File: src/rtl/debug_pkg.sv
// Shared encodings and byte-count constants for the debug dump sequencer.
package debug_pkg;

  typedef enum logic [2:0] {
    ST_IDLE,
    ST_FETCH,
    ST_SEND,
    ST_WAIT,
    ST_DONE
  } dump_state_t;

  typedef enum logic [2:0] {
    SEC_PC,
    SEC_CYC,
    SEC_REG,
    SEC_MEM,
    SEC_CSUM
  } dump_sec_t;

  localparam int N_BYTES_PC        = 4;
  localparam int N_BYTES_CYCLES    = 1;
  localparam int N_BYTES_WORD      = 4;
  localparam int N_BYTES_CSUM      = 1;
  localparam int N_DUMP_WORDS      = 32;
  localparam int N_BYTES_DUMP      = N_BYTES_PC + N_BYTES_CYCLES + 2 * N_DUMP_WORDS * N_BYTES_WORD;
  localparam int N_BYTES_DUMP_CSUM = N_BYTES_DUMP + N_BYTES_CSUM;

  function automatic logic [2:0] sec_nbytes(input dump_sec_t sec);
    case (sec)
      SEC_PC:   return 3'(N_BYTES_PC);
      SEC_CYC:  return 3'(N_BYTES_CYCLES);
      SEC_CSUM: return 3'(N_BYTES_CSUM);
      default:  return 3'(N_BYTES_WORD);
    endcase
  endfunction

endpackage

File: src/rtl/dbg_word_shifter.sv
// Holds the word being sent; presents its low byte and shifts one byte per send.
// last is a terminal-count compare on the remaining-byte down-counter.
module dbg_word_shifter #(
  parameter int NB_DATA = 32,
  parameter int NB_BYTE = 8
) (
  input  logic               clk,
  input  logic               rst,
  input  logic               load,
  input  logic               shift,
  input  logic [NB_DATA-1:0] word,
  input  logic [2:0]         nbytes,
  output logic [NB_BYTE-1:0] data_byte,
  output logic               last
);

  logic [NB_DATA-1:0] word_q;
  logic [2:0]         cnt_q;

  always_ff @(posedge clk or posedge rst) begin
    if (rst) begin
      word_q <= '0;
      cnt_q  <= '0;
    end else if (load) begin
      word_q <= word;
      cnt_q  <= nbytes;
    end else if (shift) begin
      word_q <= word_q >> NB_BYTE;
      cnt_q  <= cnt_q - 3'd1;
    end
  end

  assign data_byte = word_q[NB_BYTE-1:0];
  assign last      = (cnt_q == 3'd1);

endmodule

File: src/rtl/debug_dump_sequencer.sv
// Streams PC, cycle count, register file and data memory bytes onto the UART TX.
// Build option DEBUG_DUMP_CHECKSUM_EN appends an XOR checksum byte after MEM[31].
//
// state | meaning
// IDLE  | waiting for start_i, snapshots PC and cycles on start
// FETCH | load the next item word (snapshot, register or memory)
// SEND  | tx_start_o pulse with the current byte
// WAIT  | waiting for tx_done_i, then next byte or next item
// DONE  | end_send_data_o pulse
module debug_dump_sequencer
  import debug_pkg::*;
#(
  parameter int NB_DATA     = 32,
  parameter int NB_BYTE     = 8,
  parameter int N_REGISTER  = 32,
  parameter int N_MEM_WORDS = 32,
  parameter int NB_CYCLES   = 8
) (
  input  logic                 clock_i,
  input  logic                 reset_i,
  input  logic                 start_i,
  input  logic [NB_DATA-1:0]   pc_i,
  input  logic [NB_CYCLES-1:0] cycles_i,
  output logic [4:0]           reg_addr_o,
  input  logic [NB_DATA-1:0]   reg_data_i,
  output logic [4:0]           mem_addr_o,
  input  logic [NB_DATA-1:0]   mem_data_i,
  output logic [NB_BYTE-1:0]   tx_data_o,
  output logic                 tx_start_o,
  input  logic                 tx_done_i,
  output logic                 busy_o,
  output logic                 end_send_data_o
);

  localparam logic [4:0] LAST_REG = 5'(N_REGISTER - 1);
  localparam logic [4:0] LAST_MEM = 5'(N_MEM_WORDS - 1);

  dump_state_t state_q, state_d;
  dump_sec_t   sec_q, sec_d;
  logic [4:0]  idx_q, idx_d;

  logic [NB_DATA-1:0]   pc_snap_q;
  logic [NB_CYCLES-1:0] cyc_snap_q;
  logic                 capture, load, shift, last_byte;
  logic [NB_DATA-1:0]   load_word, csum_word;
  logic [NB_BYTE-1:0]   tx_byte;

`ifdef DEBUG_DUMP_CHECKSUM_EN
  localparam bit CSUM_EN = 1'b1;
  logic [NB_BYTE-1:0] csum_q;

  always_ff @(posedge clock_i or posedge reset_i) begin
    if (reset_i)                csum_q <= '0;
    else if (capture)           csum_q <= '0;
    else if (state_q == ST_SEND) csum_q <= csum_q ^ tx_byte;
  end

  assign csum_word = NB_DATA'(csum_q);
`else
  localparam bit CSUM_EN = 1'b0;
  assign csum_word = '0;
`endif

  always_ff @(posedge clock_i or posedge reset_i) begin
    if (reset_i) begin
      state_q    <= ST_IDLE;
      sec_q      <= SEC_PC;
      idx_q      <= '0;
      pc_snap_q  <= '0;
      cyc_snap_q <= '0;
    end else begin
      state_q <= state_d;
      sec_q   <= sec_d;
      idx_q   <= idx_d;
      if (capture) begin
        pc_snap_q  <= pc_i;
        cyc_snap_q <= cycles_i;
      end
    end
  end

  always_comb begin
    state_d = state_q;
    sec_d   = sec_q;
    idx_d   = idx_q;
    capture = 1'b0;
    load    = 1'b0;
    shift   = 1'b0;
    case (state_q)
      ST_IDLE: begin
        if (start_i) begin
          capture = 1'b1;
          sec_d   = SEC_PC;
          idx_d   = '0;
          state_d = ST_FETCH;
        end
      end
      ST_FETCH: begin
        load    = 1'b1;
        state_d = ST_SEND;
      end
      ST_SEND: state_d = ST_WAIT;
      ST_WAIT: begin
        if (tx_done_i) begin
          if (!last_byte) begin
            shift   = 1'b1;
            state_d = ST_SEND;
          end else begin
            state_d = ST_FETCH;
            idx_d   = '0;
            case (sec_q)
              SEC_PC:  sec_d = SEC_CYC;
              SEC_CYC: sec_d = SEC_REG;
              SEC_REG: begin
                if (idx_q == LAST_REG) sec_d = SEC_MEM;
                else                   idx_d = idx_q + 5'd1;
              end
              SEC_MEM: begin
                if (idx_q != LAST_MEM) begin
                  idx_d = idx_q + 5'd1;
                end else if (CSUM_EN) begin
                  sec_d = SEC_CSUM;
                end else begin
                  sec_d   = SEC_PC;
                  state_d = ST_DONE;
                end
              end
              default: begin
                sec_d   = SEC_PC;
                state_d = ST_DONE;
              end
            endcase
          end
        end
      end
      ST_DONE: state_d = ST_IDLE;
      default: state_d = ST_IDLE;
    endcase
  end

  always_comb begin
    case (sec_q)
      SEC_PC:   load_word = pc_snap_q;
      SEC_CYC:  load_word = NB_DATA'(cyc_snap_q);
      SEC_REG:  load_word = reg_data_i;
      SEC_MEM:  load_word = mem_data_i;
      SEC_CSUM: load_word = csum_word;
      default:  load_word = '0;
    endcase
  end

  dbg_word_shifter #(
    .NB_DATA (NB_DATA),
    .NB_BYTE (NB_BYTE)
  ) u_shifter (
    .clk       (clock_i),
    .rst       (reset_i),
    .load      (load),
    .shift     (shift),
    .word      (load_word),
    .nbytes    (sec_nbytes(sec_q)),
    .data_byte (tx_byte),
    .last      (last_byte)
  );

  // Addresses follow the next-cycle index so the one-cycle read latency lands in FETCH.
  assign reg_addr_o      = (sec_d == SEC_REG) ? idx_d : '0;
  assign mem_addr_o      = (sec_d == SEC_MEM) ? idx_d : '0;
  assign tx_data_o       = tx_byte;
  assign tx_start_o      = (state_q == ST_SEND);
  assign end_send_data_o = (state_q == ST_DONE);
  assign busy_o          = (state_q != ST_IDLE);

endmodule
File: config.mk
export PLATFORM = sky130hd
export DESIGN_NAME = debug_dump_sequencer
export DESIGN_NICKNAME = d
export VERILOG_FILES = /design/src/rtl/debug_pkg.sv /design/src/rtl/dbg_word_shifter.sv /design/src/rtl/debug_dump_sequencer.sv
export SDC_FILE = /design/constraint.sdc
export NUM_CORES = 1
export LEC_CHECK = 0
export CAP_MARGIN = 5
export CORE_MARGIN = 2
export CORE_UTILIZATION = 35
export CTS_CLUSTER_SIZE = 10
export DETAILED_ROUTE_END_ITERATION = 6
export HOLD_SLACK_MARGIN = 0.1
export PLACE_DENSITY_LB_ADDON = 0.25
export SLEW_MARGIN = 20
export SYNTH_ARGS = -nofsm -noshare
export SYNTH_HDL_FRONTEND = slang
export SYNTH_SLANG_ARGS = --single-unit
File: constraint.sdc
create_clock -name clock_i -period 7.6 [get_ports clock_i]
set_input_delay 2.28 -clock clock_i [delete_from_list [all_inputs] [get_ports clock_i]]
set_output_delay 2.28 -clock clock_i [all_outputs]
set_load 0.05 [all_outputs]
After elaboration in Yosys (flattened, before gate mapping)
Index checks and enable logic that the tools add are counted.

operators by class
  add/subtract/negate cells = 2
  multipliers = 0
  div/mod/pow operators = 0
  $lt $le $gt $ge = 0
  equal/unequal tests = 15
  shift-type cells = 0
  multiplexer cells = 34
  bitwise gates (word level) = 0
  reduce and logical (&&, ||, !) cells = 7

operator list
  operator               number
  $pmux W32 S4           1
  $mux W32               2
  $mux W3                12
  $mux W5                7
  $pmux W3 S4            2
  $pmux W5 S2            2
  $eq A3 B2 Y1 const B   6
  $pmux W3 S2            2
  $eq A3 B1 Y1 const B   3
  $eq A3 B3 Y1 const B   2
  $logic_not A3 Y1       2
  $mux W1                6
  $add A5 B1 Y5 const B  1
  $eq A5 B5 Y1 const B   1
  $ne A5 B5 Y1 const B   1
  $ne A2 B2 Y1 const B   2
  $reduce_bool A3 Y1     1
  $reduce_or A3 Y1       1
  $sub A3 B1 Y3 const B  1
  $reduce_and A2 Y1      1
  $reduce_bool A2 Y1     1
  $reduce_or A2 Y1       1

word-level totals
  register bits = 86
  bits in latches = 0
  memory bits (writable) = 0
  memory bits (read-only) = 0
  input bits = 108
  output and inout port bits = 21
  word-level logic and storage cells = 65
  memories kept = 0

Logic depth before layout (Yosys ltp)
Gate-level depths: netlist (run 1).

  depth after elaboration = 8
  depth in mapped cells = 7

Modules after synthesis
From an unflattened synthesis (run 1), not the netlist that was laid out.

second synthesis, totals
  cells, all modules = 464
  area total of the unflattened synthesis = 4,868.4 um^2

modules (own cells, without submodules)
  module                times used  cells an instance  area each (um^2)
  debug_dump_sequencer  1           297                3,135.5
  dbg_word_shifter      1           167                1,732.9

Least setup slack after synthesis (run 1)
No wires, ideal clock.

  path kind = input to output
  start point = input tx_done_i
  end point = output mem_addr_o[0]
  data arrival time = 3,598 ps
  slack = 1,722 ps
  cell stages on the path = 4
  buffers on the path = 0
  cell sequence = nor4bb_4 > nand3_1 > mux2i_1 > nor2_1

on the way
  longest elaborated chain between the ends = 4
  elaborated cells on any way between the ends = 6
  classes of those cells = 1 x eq/ne; 5 x mux

ends and longest elaborated chain
  element          line                         text
  start, declared  debug_dump_sequencer.sv:30   input logic tx_done_i,
  $mux W3          debug_dump_sequencer.sv:104  if (tx_done_i) begin
  $pmux W3 S2      debug_dump_sequencer.sv:89   case (state_q)
  $eq A3 B2 Y1     debug_dump_sequencer.sv:168  assign mem_addr_o = (sec_d == SEC_MEM) ? idx_d : '0;
  $mux W5 *        debug_dump_sequencer.sv:168
  end, declared    debug_dump_sequencer.sv:26   output logic [4:0] mem_addr_o,

Mark *: on every way between the ends. The rest lies on a longest branch, timed or not.

Worst setup path in the final report (run 1)
  start point = input tx_done_i
  end point = output mem_addr_o[1]

Same word-level chain as after synthesis.

==> impl_metrics.env, run 1 <==
export IMPL_dp_hpwl_um=8440
export IMPL_area_growth_pct=35.5
export IMPL_power_w=0.00222
export IMPL_clk_latency_ns=0.34
export IMPL_synth_area_mm2=0.00464
export IMPL_grt_max_degree=47
export IMPL_crit_required_ns=5.32
export IMPL_setup_viol_count_final=0
export IMPL_drt_iter0_markers=136
export IMPL_grtUsageTotal_pct=17.9
export IMPL_clkTransAtPathRegs_ns=0.06
export IMPL_vias=3601
export IMPL_port_buffers=128
export IMPL_ys_ff_latch=86
export IMPL_hold_buffers=0
export IMPL_synth_area_leaders="dfrtp_1 (46%), mux2i_1 (11%), mux2_2 (9.7%)"
export IMPL_final_hold_viol_count=0
export IMPL_post_cts_buffers=0
export IMPL_num_rows=42
export IMPL_slew_headroom_pct=30.8
export IMPL_avgSynthCellArea_um2=11.1
export IMPL_syn_nets=529
export IMPL_cellPowerDensity_mw_per_mm2=353
export IMPL_dieWidth_um=119
export IMPL_n_fill_cell=1233
export IMPL_stdcell_area_mm2=0.00628
export IMPL_placed_cell_area_mm2=0.00596
export IMPL_gp_congestion=0.836
export IMPL_grt_pass1_wl_um=19700
export IMPL_tightestPinTransition_ns=1.03
export IMPL_grt_pass1_vias=3787
export IMPL_synth_edf_count=0
export IMPL_drv_slew=0
export IMPL_ios=129
export IMPL_ys_flop_type="dfrtp_1"
export IMPL_die_h_um=119
export IMPL_synth_top_area_share_pct=46.4
export IMPL_cts_buffer_depth=2
export IMPL_num_antenna_cells=0
export IMPL_postRouteAntennaNets=0
export IMPL_yosysTopAreaCell="dfrtp_1"
export IMPL_wl_per_cell_um=17.0
export IMPL_drtPass1Iterations=4
export IMPL_core_area_mm2=0.0131
export IMPL_yosysSeqAreaShare_pct=46.4
export IMPL_min_period_ns=7.02
export IMPL_cap_viol_max_count=0
export IMPL_async_flop_share_pct=100
export IMPL_pre_cts_slack_ns=0.630
export IMPL_synth_cell_type_count=49
export IMPL_routed_wl_um=12000
export IMPL_synthCells=417
export IMPL_globalRouteOverflowTotal=0
export IMPL_run_status="finished clean"
export IMPL_ys_top_cells_by_count="dfrtp_1 (86), mux2i_1 (49), mux2_2 (40)"
export IMPL_initial_core_util_pct=35.4
export IMPL_cts_resized=0
export IMPL_cts_root_buffer="clkbuf_16"
export IMPL_synth_most_common_cell="dfrtp_1"
export IMPL_viasPerCell=5.12
export IMPL_endpoint_kind="output pin"
export IMPL_num_nets_final=635
export IMPL_crit_type="primary input to output pin"
export IMPL_period_share_pct=92.3
export IMPL_skew_ns=0.00932
export IMPL_cts_tree="done"
export IMPL_drc=0
export IMPL_leakagePower_nw=2.62
export IMPL_die_area_mm2=0.0142
export IMPL_fmax_mhz=143
export IMPL_clock_sinks=86
export IMPL_antenna_found_initial=0
export IMPL_critPathMaxFanout=7
export IMPL_peakVddDrop_mv=0.139
export IMPL_cts_htree_levels=3
export IMPL_holdWs_ns=0.500
export IMPL_cp_start_kind="primary input"
export IMPL_layout_setup_ws_ns=0.583
export IMPL_hold_class="flip-flop to flip-flop"
export IMPL_critical_path_arrival_ns=4.74
export IMPL_fin_tns_setup_ns=0
export IMPL_layout_drive_gt1_share_pct=14.6
export IMPL_yosysWarnings=0
export IMPL_numCtsBuffers=9
export IMPL_rsz0062_at_grt="no"
-- cell families (layout without fill, tap and decap cells) --
kind of cell    after synthesis  after routing  share of synthesized area (%)
simple gates                102            102                           12.5
mux                          97             97                           24.2
flops                        86             86                           46.4
compound gates               77             77                           9.58
buf+inv                      48            158                           5.67
fa+ha+maj                     4              4                           1.08
xor+xnor                      3              3                          0.567
-- per-layer routing --
layer	wire [um]	GRT usage (%)
met1	5220	22.3
met2	6050	30.6
met3	483	3.64
met4	220	6.70
met5	0	0
-- where the power goes --
part / switching [W] / internal (W) / leakage [nW]
logic: 0.000506 / 0.000444 / 1.36
registers: 0.000131 / 0.000659 / 1.11
clock network: 0.000174 / 0.000303 / 0.161
-- stage by stage --
stage                     util [%]  cells
after CTS                     48.0    703
after global placement        45.6    688
final                         48.0    703
after detailed placement      45.6    688
after global routing          48.0    703
after floorplan                  -    417
-- flip-flops by register name (all words and copies together), names as in the netlist --
signal            count
pc_snap_q            32
u_shifter.word_q     32
state_q               3
u_shifter.cnt_q       3
sec_q                 3
cyc_snap_q            8
idx_q                 5
-- area by class of cell --
class | count | area [um^2] | share of cell area [%]
multi-input cells | 283 | 2230 | 35.5
clock buffers | 11 | 253 | 4.02
repair buffers | 133 | 1320 | 21.0
inverters | 10 | 40.0 | 0.637
flip-flops and latches | 86 | 2150 | 34.3
clock inverters | 4 | 70.1 | 1.11
well taps | 176 | 220 | 3.50
-- critical path, cell delays in order --
cell             delay [ns]
clkdlybuf4s50_1        0.62
nor4bb_4               0.39
nand3_1                0.17
mux2i_1                0.47
nor2_1                 0.09
clkdlybuf4s50_1        0.72
-- final timing paths --
kind	slack [ns]	cells after the start	startpoint	to
setup reg to reg	5.25	4	sec_q[1]	u_shifter.word_q[8]
max in group asynchronous	4.23	3	reset_i	sec_q[0]
hold / removal	0.50	2	u_shifter.word_q[28]	u_shifter.word_q[28]
hold reg to reg	0.50	2	u_shifter.word_q[28]	u_shifter.word_q[28]
setup / recovery	0.58	6	tx_done_i	mem_addr_o[1]
min in group asynchronous	2.36	2	reset_i	pc_snap_q[30]
-- placed cells by master, fill, tap and decap left out, types with 2 or more instances in the layout --
| master | instances |
|---|---|
| xnor2_1 | 2 |
| nand3_1 | 13 |
| o21ai_0 | 15 |
| mux2i_1 | 49 |
| nor2b_1 | 2 |
| nor4_1 | 4 |
| clkbuf_8 | 2 |
| dfrtp_2 | 2 |
| nor2_1 | 38 |
| o31ai_1 | 2 |
| buf_4 | 5 |
| a31oi_1 | 2 |
| ha_1 | 4 |
| a32oi_1 | 2 |
| clkdlybuf4s50_1 | 128 |
| bufinv_16 | 2 |
| inv_1 | 9 |
| clkbuf_16 | 9 |
| mux2_2 | 40 |
| a21oi_1 | 27 |
| dfrtp_1 | 84 |
| and2_1 | 4 |
| a311oi_1 | 2 |
| nand2b_1 | 3 |
| o22ai_1 | 16 |
| mux4_2 | 8 |
| or3b_1 | 2 |
| nor3b_1 | 5 |
| nand2_1 | 14 |
| o21ai_1 | 7 |
| nand4b_1 | 2 |
| clkinv_2 | 2 |
(Power assumes the default switching activity.)
==> inputs of run 2 (changes only) <==
--- a/config.mk
+++ b/config.mk
@@ -12,6 +12,7 @@
 export DETAILED_ROUTE_END_ITERATION = 6
 export HOLD_SLACK_MARGIN = 0.1
 export PLACE_DENSITY_LB_ADDON = 0.25
+export RECOVER_POWER = 25
 export SLEW_MARGIN = 20
 export SYNTH_ARGS = -nofsm -noshare
 export SYNTH_HDL_FRONTEND = slang
==> run 2 against run 1 <==
The flow now finishes with violations (capacitance limit, slew limit). Clock skew did not move. Critical path type unchanged. Cell count did not move. Largest power group unchanged. Register-to-register slack barely moved. Largest cell class unchanged.
==> impl_metrics.env, run 2 (synthesis gave the netlist of run 1 again) <==
export IMPL_run_status="finished with violations"
export IMPL_violations="capacitance limit, slew limit"
export IMPL_min_period_ns=7.09
export IMPL_crit_required_ns=5.32
export IMPL_num_nets_final=635
export IMPL_drtPass1Iterations=4
export IMPL_slew_headroom_pct=-36.0
export IMPL_final_common_cell="clkdlybuf4s50_1"
export IMPL_post_cts_buffers=0
export IMPL_fmax_mhz=141
export IMPL_cts_htree_levels=3
export IMPL_antenna_found_initial=0
export IMPL_cts_tree="done"
export IMPL_stdcell_area_mm2=0.00628
export IMPL_final_hold_viol_count=0
export IMPL_critical_path_arrival_ns=4.81
export IMPL_drv_slew=47
export IMPL_postRouteAntennaNets=0
export IMPL_clock_sinks=86
export IMPL_placed_cell_area_mm2=0.00596
export IMPL_num_antenna_cells=0
export IMPL_initial_core_util_pct=35.4
export IMPL_cts_resized=0
export IMPL_cp_start_kind="primary input"
export IMPL_period_share_pct=93.3
export IMPL_drc=0
export IMPL_slowest_delay_ns=0.72
export IMPL_crit_type="primary input to output pin"
export IMPL_grtUsageTotal_pct=17.9
export IMPL_path_cells="dlygate4sd3_1, nor4bb_4, nand3_1, mux2i_1, nor2_1, clkdlybuf4s50_1"
export IMPL_critPathMaxFanout=7
export IMPL_clkTransAtPathRegs_ns=0.06
export IMPL_n_fill_cell=1234
export IMPL_ios=129
export IMPL_ff_latch_area_mm2=0.00215
export IMPL_grt_pass1_vias=3787
export IMPL_peakVddDrop_mv=0.139
export IMPL_holdWs_ns=0.500
export IMPL_leakagePower_nw=2.62
export IMPL_final_cell_mix="clkdlybuf4s50_1 (126), dfrtp_1 (84), mux2i_1 (49)"
export IMPL_hold_buffers=0
export IMPL_wl_per_cell_um=17.0
export IMPL_drt_iter0_markers=136
export IMPL_dp_hpwl_um=8440
export IMPL_cap_viol_max_count=1
export IMPL_endpoint_kind="output pin"
export IMPL_dieWidth_um=119
export IMPL_cellPowerDensity_mw_per_mm2=353
export IMPL_tightestPinTransition_ns=2.03
export IMPL_setup_viol_count_final=0
export IMPL_cts_root_buffer="clkbuf_16"
export IMPL_power_w=0.00222
export IMPL_area_growth_pct=35.5
export IMPL_clk_latency_ns=0.34
export IMPL_slowest_stage="clkdlybuf4s50_1"
export IMPL_gp_congestion=0.836
export IMPL_multiInputGateArea_mm2=0.00223
export IMPL_numCtsBuffers=9
export IMPL_viasPerCell=5.12
export IMPL_core_area_mm2=0.0131
export IMPL_pre_cts_slack_ns=0.630
export IMPL_vias=3597
export IMPL_grt_pass1_wl_um=19700
export IMPL_fin_tns_setup_ns=0
export IMPL_routed_wl_um=12000
export IMPL_grt_max_degree=47
export IMPL_cpLargestDelayFamily="buffers and inverters"
export IMPL_port_buffers=128
export IMPL_die_area_mm2=0.0142
export IMPL_top_regs="pc_snap_q: 32 flops, u_shifter.word_q: 32 flops, cyc_snap_q: 8 flops"
export IMPL_rsz0062_at_grt="no"
export IMPL_layout_drive_gt1_share_pct=14.6
export IMPL_skew_ns=0.00932
export IMPL_path_buf_inv=2
export IMPL_die_h_um=119
export IMPL_layout_setup_ws_ns=0.511
export IMPL_hold_class="flip-flop to flip-flop"
export IMPL_num_rows=42
export IMPL_cts_buffer_depth=2
export IMPL_globalRouteOverflowTotal=0
## run 2: final timing paths
path / startpoint / end / slack [ns] / cells past startpoint
max: tx_done_i / mem_addr_o[1] / 0.51 / 6
min: u_shifter.word_q[28] / u_shifter.word_q[28] / 0.50 / 2
max reg2reg: sec_q[1] / u_shifter.word_q[8] / 5.25 / 4
min reg2reg: u_shifter.word_q[28] / u_shifter.word_q[28] / 0.50 / 2
max in group asynchronous: reset_i / sec_q[0] / 3.32 / 3
min in group asynchronous: reset_i / pc_snap_q[30] / 2.92 / 2
## run 2: metal layers
metal | track usage [%] | share of wire, % | vias to the layer above
met5 | 0 | 0 | -
met2 | 30.6 | 50 | 81
li1 | - | - | 1724
met3 | 3.64 | 4.0 | 15
met4 | 6.70 | 1.8 | 0
met1 | 22.3 | 44 | 1777
## run 2: worst min-delay path, delay by kind of cell, from the launching register on
family	cells	cell delay (ns)
AO/OA/AOI/OAI	1	0.06
flip-flops	1	0.34
AND/OR/NAND/NOR	1	0.06
## run 2: power by group
part,total [W],switching (W),internal [W]
logic,0.000951,0.000506,0.000444
clock network,0.000476,0.000174,0.000303
registers,0.000790,0.000131,0.000659
total,0.00222,0.000811,0.00141
## run 2: layout make-up
| type | instances | area share (%) |
|---|---|---|
| clock inverter | 4 | 1.12 |
| timing repair buffer | 133 | 21.0 |
| inverter | 10 | 0.617 |
| tap | 176 | 3.50 |
| multi-input combinational | 283 | 35.5 |
| sequential | 86 | 34.3 |
| clock buffer | 11 | 4.02 |
## run 2: metrics by stage
stage | instances | utilization [%]
finish | 703 | 48.0
global route | 703 | 48.0
CTS | 703 | 48.0
detailed placement | 688 | 45.6
global placement | 688 | 45.6
floorplan | 417 | -
